--- config.mk ---
export PLATFORM = sky130hd
export DESIGN_NAME = conv_window_mac
export DESIGN_NICKNAME = d
export VERILOG_FILES = /design/src/rtl/conv_window_mac.sv
export SDC_FILE = /design/constraint.sdc
export NUM_CORES = 1
export LEC_CHECK = 0
export CORE_MARGIN = 2
export CORE_UTILIZATION = 40
export DETAILED_ROUTE_END_ITERATION = 10
export HOLD_SLACK_MARGIN = 0.1
export REMOVE_ABC_BUFFERS = 1
export SYNTH_ARGS = -nofsm -noshare
export SYNTH_HDL_FRONTEND = slang
export SYNTH_SLANG_ARGS = --single-unit
--- constraint.sdc ---
create_clock -name clock -period 6 [get_ports clock]
set_input_delay 0.6 -clock clock [delete_from_list [all_inputs] [get_ports clock]]
set_output_delay 0.6 -clock clock [all_outputs]
set_load 0.01 [all_outputs]
--- src/rtl/conv_window_mac.sv ---
// Serial MAC over one kernel_size x kernel_size window: registers the window and
// filter on acceptance, accumulates one tap per cycle, then holds the result until taken.
module conv_window_mac #(
    parameter int kernel_size = 2,
    parameter int point_width = 8,
    parameter int acc_width   = 2*point_width + $clog2(kernel_size*kernel_size),
    parameter bit relu_en     = 1'b0
) (
    input  logic                                            clock,
    input  logic                                            reset,
    input  logic                                            in_valid,
    output logic                                            in_ready,
    input  logic [0:point_width*kernel_size*kernel_size-1] window,
    input  logic [0:point_width*kernel_size*kernel_size-1] filter,
    output logic                                            out_valid,
    input  logic                                            out_ready,
    output logic signed [acc_width-1:0]                     result,
    output logic                                            busy
);

    localparam int N      = kernel_size*kernel_size;
    localparam int TAP_W  = (N > 1) ? $clog2(N) : 1;
    localparam int PROD_W = 2*point_width;

    typedef enum logic [1:0] {IDLE, MAC, DONE} state_t;

    state_t                          state_q, state_d;
    logic signed [point_width-1:0]   win_taps [N];
    logic signed [point_width-1:0]   flt_taps [N];
    logic signed [point_width-1:0]   win_p0   [N];
    logic signed [point_width-1:0]   flt_p0   [N];
    logic        [TAP_W-1:0]         tap_p0;
    logic signed [acc_width-1:0]     acc_p0;
    logic signed [PROD_W-1:0]        prod;
    logic signed [acc_width-1:0]     acc_sum;
    logic                            accept;
    logic                            last_tap;

    function automatic logic signed [acc_width-1:0] relu(input logic signed [acc_width-1:0] x);
        if (relu_en && (x < 0))
            return '0;
        return x;
    endfunction

    // Tap 0 is the leftmost (most-significant) slice of each flattened vector.
    for (genvar g = 0; g < N; g++) begin : g_unpack
        assign win_taps[g] = window[g*point_width +: point_width];
        assign flt_taps[g] = filter[g*point_width +: point_width];
    end

    assign in_ready  = (state_q == IDLE) && !reset;
    assign out_valid = (state_q == DONE);
    assign busy      = (state_q == MAC) || (state_q == DONE);
    assign accept    = in_valid && in_ready;
    assign last_tap  = (tap_p0 == TAP_W'(N-1));
    assign prod      = PROD_W'(win_p0[tap_p0]) * PROD_W'(flt_p0[tap_p0]);
    assign acc_sum   = acc_p0 + acc_width'(prod);

    always_ff @(posedge clock) begin
        if (reset)
            state_q <= IDLE;
        else
            state_q <= state_d;
    end

    always_comb begin
        state_d = state_q;
        case (state_q)
            IDLE:    if (in_valid) state_d = MAC;
            MAC:     if (last_tap) state_d = DONE;
            DONE:    if (out_ready) state_d = IDLE;
            default: state_d = IDLE;
        endcase
    end

    // Stage p0: operand capture; later input changes are ignored until the next accept.
    always_ff @(posedge clock) begin
        if (accept) begin
            win_p0 <= win_taps;
            flt_p0 <= flt_taps;
        end
    end

    // Accumulate one tap per MAC cycle; the result register is loaded on the final tap
    // so it is already stable when out_valid rises.
    always_ff @(posedge clock) begin
        if (reset) begin
            acc_p0 <= '0;
            tap_p0 <= '0;
            result <= '0;
        end else if (accept) begin
            acc_p0 <= '0;
            tap_p0 <= '0;
        end else if (state_q == MAC) begin
            acc_p0 <= acc_sum;
            tap_p0 <= tap_p0 + TAP_W'(1);
            if (last_tap)
                result <= relu(acc_sum);
        end
    end

endmodule
## Yosys cells after proc, flatten, opt, wreduce, memory -nomap -nowiden

Index checks and enable logic that the tools add are counted.

| word-level totals | value |
|---|---|
| logic and storage cells | 42 |
| output and inout bits | 21 |
| register bits after elaboration | 104 |
| input port bits | 68 |

| operators by class | value |
|---|---|
| equal/unequal tests | 6 |
| add/sub/neg operators | 2 |
| order comparisons | 1 |
| reductions and logical operators | 8 |
| multiplexer cells | 10 |
| multipliers | 1 |
| bitwise logic cells | 2 |

Operators with widths:

| kind | number |
|---|---|
| binary-select mux 8 bit (select 2 bit) | 2 |
| 2-to-1 mux 8 bit | 4 |
| adder 18 x 16 -> 18 bit | 1 |
| multiplier 8 x 8 -> 16 bit | 1 |
| 2-to-1 mux 2 bit | 3 |
| case mux 2 bit (3 select lines) | 1 |
| AND reduction 3 bit | 2 |
| == test 2 bit, second input constant | 2 |
| inequality test 2 bit, second input constant | 2 |
| greater-or-equal comparator 3 bit, second input constant | 1 |
| inverter 2 -> 3 bit | 1 |
| adder 2 x 1 -> 2 bit, second input constant | 1 |
| == test 2 x 1 -> 1 bit, second input constant | 1 |
| logical AND 1 bit | 2 |
| logical NOT 2 bit | 1 |
| inequality test 2 x 1 -> 1 bit, second input constant | 1 |
| OR reduction 2 bit | 1 |
| logical NOT 1 bit | 1 |
| logical OR 1 bit | 1 |
| inverter 1 bit | 1 |

## Longest topological paths before layout

Gate-level depths: netlist of the first run.

| logic depth | value |
|---|---|
| depth after elaboration | 6 |
| depth in mapped cells | 22 |
| gate-level depth less buffers | 19 |

## Worst setup path after synthesis of the first run

Ideal clock, no wire load.

| path | value |
|---|---|
| path type | flip-flop to flip-flop |
| start | register tap_p0[0] |
| end | register acc_p0[15] |
| clock period less this slack | 5.657 ns |
| library setup time | 0.062 ns |
| arrival time | 5.594 ns |
| path buffers | 2 |
| stages on the path, launching flop included | 19 |
| slack | 0.343 ns |
| data required time | 5.938 ns |
| cell sequence | dfxtp_1 buf_2 buf_4 mux4_2 and2_1 fa_1 inv_1 fa_1 inv_1 fa_1 fa_1 fa_1 ha_1 o21ai_1 o21bai_2 o2111ai_2 o21a_1 or4b_1 nand3_1 |

| on the way | value |
|---|---|
| word-level cells in the longest chain between the ends | 6 |
| elaborated cells between the ends (all ways) | 9 |
| classes of those cells | add/sub (1); mul (1); mux (6); bitwise (1) |

Ends and longest elaborated chain:

| what | line | RTL |
|---|---|---|
| start: declaration | 32 | `logic [TAP_W-1:0] tap_p0;` |
| start signal: assignment | 96 | `tap_p0 <= tap_p0 + TAP_W'(1);` |
| inverter 2 -> 3 bit (not written as such) (*) | 56 | `assign prod = PROD_W'(win_p0[tap_p0]) * PROD_W'(flt_p0[tap_p0]);` |
| binary-select mux 8 bit (select 2 bit) | 56 |  |
| 2-to-1 mux 8 bit (not written as such) (2 in a row) | 56 |  |
| multiplier 8 x 8 -> 16 bit (*) | 56 |  |
| adder 18 x 16 -> 18 bit (*) | 57 | `assign acc_sum = acc_p0 + acc_width'(prod);` |
| end signal: assignment | 95 | `acc_p0 <= acc_sum;` |
| end: declaration | 33 | `logic signed [acc_width-1:0] acc_p0;` |

Mark *: on every way between the ends. The rest lies on a longest branch, timed or not. The select of a mux whose other input is x is not followed.
A chain may end at the register's enable or synchronous reset.

## Worst setup path in the final report of the first run

| path | value |
|---|---|
| start | register tap_p0[0] |
| end | register acc_p0[14] |

The elaborated chain is that of the path after synthesis.

==> results.toml, run 1 <==
[routing]
drt-vias-per-instance = 4.95
wl_mm = 14.9
routedWlPerCell_um = 15.7
drc_errors = 0
drtIter0Drc = 205
final_antenna_net_count = 0
vias = 4691
dr.pass1.iters = 5

[sta]
setup_viol = 0
hold_viol_final = 0
fin_tns_setup_ns = 0
relSlewSlack = 0.449
period_share = 0.960
max_freq_mhz = 174
period_minus_slack_ns = 5.76
worst_pin_slew_ns = 0.824
skew_ns = 0.0111
slew_violations = 0
rsz0062_at_grt = "yes"

[final_layout]
layout_common_cells = "inv_1, clkdlybuf4s50_1, fa_1"
seqCellArea_um2 = 2730
final_common_cell = "inv_1"
area_growth_pct = 20.6
antennaDiodeCount = 0
multiInputGateArea_um2 = 4050
fin_util = 0.489
num-nets-final = 910
fill_cells = 1596
drive_gt1_frac = 0.0765

[global_route]
grt_pass1_vias = 5037
grt_antenna_before_repair = 0
gr-total-overflow = 0
grt_max_degree = 44
grt_pass1_wl_mm = 25.2
track_usage = 0.164

[cts]
cts_buffer_depth = 2
hold_buffers = 0
tritoncts = "built"
clk_pin_slew_worst_paths_ns = 0.07
h-tree-depth = 3
cts-root-buf = "clkbuf_16"
clock_latency_ns = 0.36
cts_inserted_buffers = 9
cts.sinks = 104

[worst_setup_path]
cp-start-kind = "flop"
r2r_end = "acc_p0[14]$_SDFFE_PP0N_"
endpoint_kind = "flop"
reg2reg_slack_ns = 0.24
path_max_fanout = 16
rr_startpoint = "tap_p0[0]$_SDFFE_PP0N_"
worstPathRequired_ns = 6.21
crit_type = "reg2reg"
worst-r2r-cell-count = 18
critical_path_arrival_ns = 5.96

[yosys]
syn_inst = 622
ys_types = 54
ys.flop_type = "edfxtp_1"
async_flop_share = 0
synth-edff-count = 64
seq_area_frac_synth = 0.376
ys_warn_count = 0
netlist_area_um2 = 7230
avgSynthCellArea_um2 = 11.6
synth_seq_cells = 104

[status]
status = "complete, no violations"

[placement]
io_buffers = 88
place_congestion = 0.836
hpwl_mm = 11.7

[floorplan]
core-area_um2 = 17800
die-area_um2 = 19200
die_w_um = 138
start_util = 0.405
fp-row-count = 49
io_pins = 89
chipHeight_um = 138

[hold_path]
holdPathEnd = "result[4]$_SDFFE_PP0P_"
worst_hold_startpoint = "result[4]$_SDFFE_PP0P_"
worst_hold_path.num_cells = 2
hold_path_class = "reg2reg"

[run]
cap_viol_max_count = 0
-- how the worst max path moves through the flow --
stage                            from                       to  slack, ns  cells past startpoint
2_1_floorplan  tap_p0[0]$_SDFFE_PP0N_  acc_p0[15]$_SDFFE_PP0N_      -0.05                     16
3_3_place_gp   tap_p0[0]$_SDFFE_PP0N_  result[16]$_SDFFE_PP0P_       0.26                     17
3_5_place_dp   tap_p0[0]$_SDFFE_PP0N_  result[16]$_SDFFE_PP0P_       0.13                     17
4_1_cts        tap_p0[0]$_SDFFE_PP0N_  result[16]$_SDFFE_PP0P_        0.1                     17
5_1_grt        tap_p0[0]$_SDFFE_PP0N_  acc_p0[15]$_SDFFE_PP0N_      -0.02                     17
6_report       tap_p0[0]$_SDFFE_PP0N_  acc_p0[14]$_SDFFE_PP0N_       0.24                     18
-- critical path, stage by stage, from the launching register on --
cell      delay (ns)
dfxtp_2         0.42
buf_12          0.20
mux4_2          0.60
and2_1          0.18
buf_4           0.20
fa_1            0.49
fa_1            0.52
inv_1           0.06
fa_1            0.52
inv_1           0.05
fa_1            0.43
ha_1            0.29
ha_1            0.35
a21o_1          0.19
a21oi_1         0.16
o21ai_1         0.18
o32ai_2         0.32
xor2_1          0.31
a211oi_1        0.13
-- cells in the mapped netlist, drive strengths merged (5+ instances only) --
master    n  area [um^2]
inv     109          409
fa       80         1600
edfxtp   64         1920
nand2    51          191
ha       48          601
dfxtp    40          801
and2     33          206
nor2     28          105
a21oi    22          114
mux4     15          338
mux2i    13          130
xnor2    13          114
nand3    12         60.1
o21ai    11         58.8
clkbuf   10         37.5
a211oi    7         52.6
buf       7         35.0
nand3b    7         52.6
a21o      5         37.5
nand4     5         31.3
-- cell type report --
cell class                      count  share of cell area
Sequential cell                   104               0.312
Clock buffer                        9              0.0258
Tap cell                          229              0.0328
Clock inverter                      7             0.00688
Timing Repair Buffer               98               0.111
Multi-Input combinational cell    392               0.464
Inverter                          109              0.0469
-- layer usage --
layer,track usage,vias to the layer above,wire length (um)
li1,-,2248,-
met1,0.224,2309,7080
met2,0.268,121,6920
met3,0.0301,13,681
met4,0.0494,0,226
met5,0,-,0
-- flip-flops by register name, summed over array words and instances, names as in the netlist --
register	flops
acc_p0	18
win_p0	32
result	18
state_q	2
tap_p0	2
flt_p0	32
-- stage by stage --
stage / area, um^2 / hold WS, ns / instances / worst slack (ns)
finish: 8730 / 0.455 / 948 / 0.242
CTS: 8680 / 0.457 / 945 / 0.0955
floorplan: 7160 / 0.456 / 605 / -0.0512
detailed placement: 8390 / 0.447 / 929 / 0.133
global route: 8730 / 0.473 / 948 / -0.0225
global placement: 8390 / 0.444 / 929 / 0.264
-- cells by family (layout without fill, tap and decap cells) --
logic type	count (synthesis)	after routing	synth area share
buffers and inverters	126	223	0.0666
and+or+nand+nor	157	157	0.110
muxes	29	29	0.0662
adders and majority gates	128	128	0.304
DFF	104	104	0.376
xor gates and xnor gates	16	16	0.0194
AOI/OAI and AO/OA	62	62	0.0569
-- timing repair --
item / in CTS / in global routing
setup buffers: 0 / 3
gates resized for setup: 0 / 9
setup endpoints to repair: 0 / 9
Power of run 1 is left out: the tool's default activity adds up to more than one toggle a clock period on the data nets, which glitch-free logic cannot reach.
==> run 2: changes to the inputs <==
Settings changed: HOLD_SLACK_MARGIN 0.1 to not set.
==> results of run 2 <==
The final DEF is identical to that of run 1; final timing and power are the same.
Power of run 2 is left out for the same reason.
==> run 3: changes to the inputs <==
Settings changed: ABC_AREA set to 1, CTS_CLUSTER_DIAMETER set to 150.
==> run 3 against run 2 <==
Wire length is 7.3% higher. Die area is 6.1% higher. Critical endpoint is now result[14]$_SDFFE_PP0P_. Non-clock buffer count is 4 lower. Synthesized cell count is 32% higher.
==> results.toml, run 3 <==
[cts]
h-tree-depth = 3
cts.sinks = 104
cts-root-buf = "clkbuf_16"
cts_inserted_buffers = 9
cts.repair.resized = 0
clock_latency_ns = 0.36
clk_pin_slew_worst_paths_ns = 0.07
cts_buffer_depth = 2
hold_buffers = 0
tritoncts = "built"
post_cts_buffers = 0

[sta]
hold_viol_final = 0
relSlewSlack = 0.342
period_share = 0.897
rsz0062_at_grt = "no"
worst_pin_slew_ns = 0.986
fin_tns_setup_ns = 0
max_freq_mhz = 186
period_minus_slack_ns = 5.38
skew_ns = 0.0141
setup_viol = 0
slew_violations = 0

[yosys]
yosysMostFrequentCell = "inv_1"
synth.top_cell.area_share = 0.250
yosys.area.top_type = "edfxtp_1"
synth_common_cells = "inv_1, nand2_1, nor2_1, fa_1, edfxtp_1"
synth_seq_cells = 104
seq_area_frac_synth = 0.354
ys_warn_count = 0
netlist_area_um2 = 7690
synth-edff-count = 64
async_flop_share = 0
synthTopCellsByArea = "edfxtp_1, fa_1, dfxtp_1"
ys.flop_type = "edfxtp_1"
ys_types = 40
avgSynthCellArea_um2 = 9.38
syn_inst = 820

[final_layout]
layout_common_cells = "inv_1, nand2_1, clkdlybuf4s50_1"
antennaDiodeCount = 0
largest_registers = "flt_p0 x32, win_p0 x32"
stdcell_area_um2 = 9070
drive_gt1_frac = 0.0791
final_common_cell = "inv_1"
area_growth_pct = 17.9
fin_cells = 1144
num-nets-final = 1101
fin_util = 0.483

[placement]
dp_cells = 1128
dpl_cell_area_um2 = 8770
place_congestion = 0.896
io_buffers = 88
hpwl_mm = 12.6

[global_route]
grt_max_degree = 66
grt_pass1_wl_mm = 27.1
grt_antenna_before_repair = 0
gr-total-overflow = 0
grt_pass1_vias = 5559
track_usage = 0.172

[worst_setup_path]
worstPathRequired_ns = 6.26
path_common_cell = "nand2_1"
path_max_fanout = 23
crit_type = "reg2reg"
crit_buf_inv = 4
critPathMaxStageDelay_ns = 0.49
critPathSlowestCell = "fa_1"
path_cells = "inv_2 > buf_4 > a21oi_1 > a32oi_2 > nand2_1 > fa_1 > fa_1 > inv_1 > fa_1 > fa_1 > fa_1 > ha_1 > a21oi_1 > nand2_1 > nand2_1 > nand2_1 > nand2_1 > nand2_1 > nand2_1 > nand3_1 > nand2_1 > inv_1"
path_delay_family = "adder cells"
cp-start-kind = "flop"
endpoint_kind = "flop"
critical_path_arrival_ns = 5.64

[floorplan]
core-area_um2 = 18800
io_pins = 89
chipHeight_um = 143
die_w_um = 143
start_util = 0.410
fp-row-count = 50
die-area_um2 = 20400

[status]
status = "complete, no violations"

[routing]
routedWlPerCell_um = 14.0
wl_mm = 16.0
drc_errors = 0
dr.pass1.iters = 5
vias = 5482
final_antenna_net_count = 0
drtIter0Drc = 342
drt-vias-per-instance = 4.79

[run]
cap_viol_max_count = 0

[hold_path]
hold_path_class = "reg2reg"
[run 3: cell families (layout without fill, tap and decap cells)]
logic type / count (synthesis) / after routing / share of synthesized area
simple gates: 289 / 289 / 0.154
fa+ha+maj: 128 / 128 / 0.286
compound gates: 88 / 88 / 0.0882
xor+xnor: 5 / 5 / 0.00569
buf+inv: 206 / 296 / 0.111
flops: 104 / 104 / 0.354
[run 3: path summary, 6_finish.rpt]
path / start / end / slack (ns) / cells past startpoint
max reg2reg: tap_p0[1]$_SDFFE_PP0N_ / result[14]$_SDFFE_PP0P_ / 0.62 / 22
min reg2reg: result[6]$_SDFFE_PP0P_ / result[6]$_SDFFE_PP0P_ / 0.47 / 2
min: result[6]$_SDFFE_PP0P_ / result[6]$_SDFFE_PP0P_ / 0.47 / 2
max: tap_p0[1]$_SDFFE_PP0N_ / result[14]$_SDFFE_PP0P_ / 0.62 / 22
[run 3: per-layer routing]
metal / share of wire / global-route usage
met1: 0.45 / 0.221
met2: 0.49 / 0.291
met3: 0.044 / 0.0379
met4: 0.018 / 0.0532
met5: 0 / 0
[run 3: per-stage QoR]
stage / setup WS, ns / hold slack (ns)
after floorplan: 0.125 / 0.472
after global placement: 0.680 / 0.465
after detailed placement: 0.602 / 0.460
after CTS: 0.578 / 0.472
after global routing: 0.190 / 0.510
final: 0.617 / 0.467
[run 3: layout make-up]
| class | instances | area, um^2 |
|---|---|---|
| tap | 234 | 293 |
| multi-input combinational | 510 | 4110 |
| clock inverter | 7 | 67.6 |
| sequential | 104 | 2720 |
| inverter | 186 | 706 |
| timing repair buffer | 94 | 938 |
| clock buffer | 9 | 225 |
| fill | 1768 | 9700 |
[run 3: worst min-delay path, stage by stage (launching register included)]
cell	delay [ns]
dfxtp_1	0.31
nand2_1	0.06
a21oi_1	0.05
Power of run 3 is left out for the same reason.
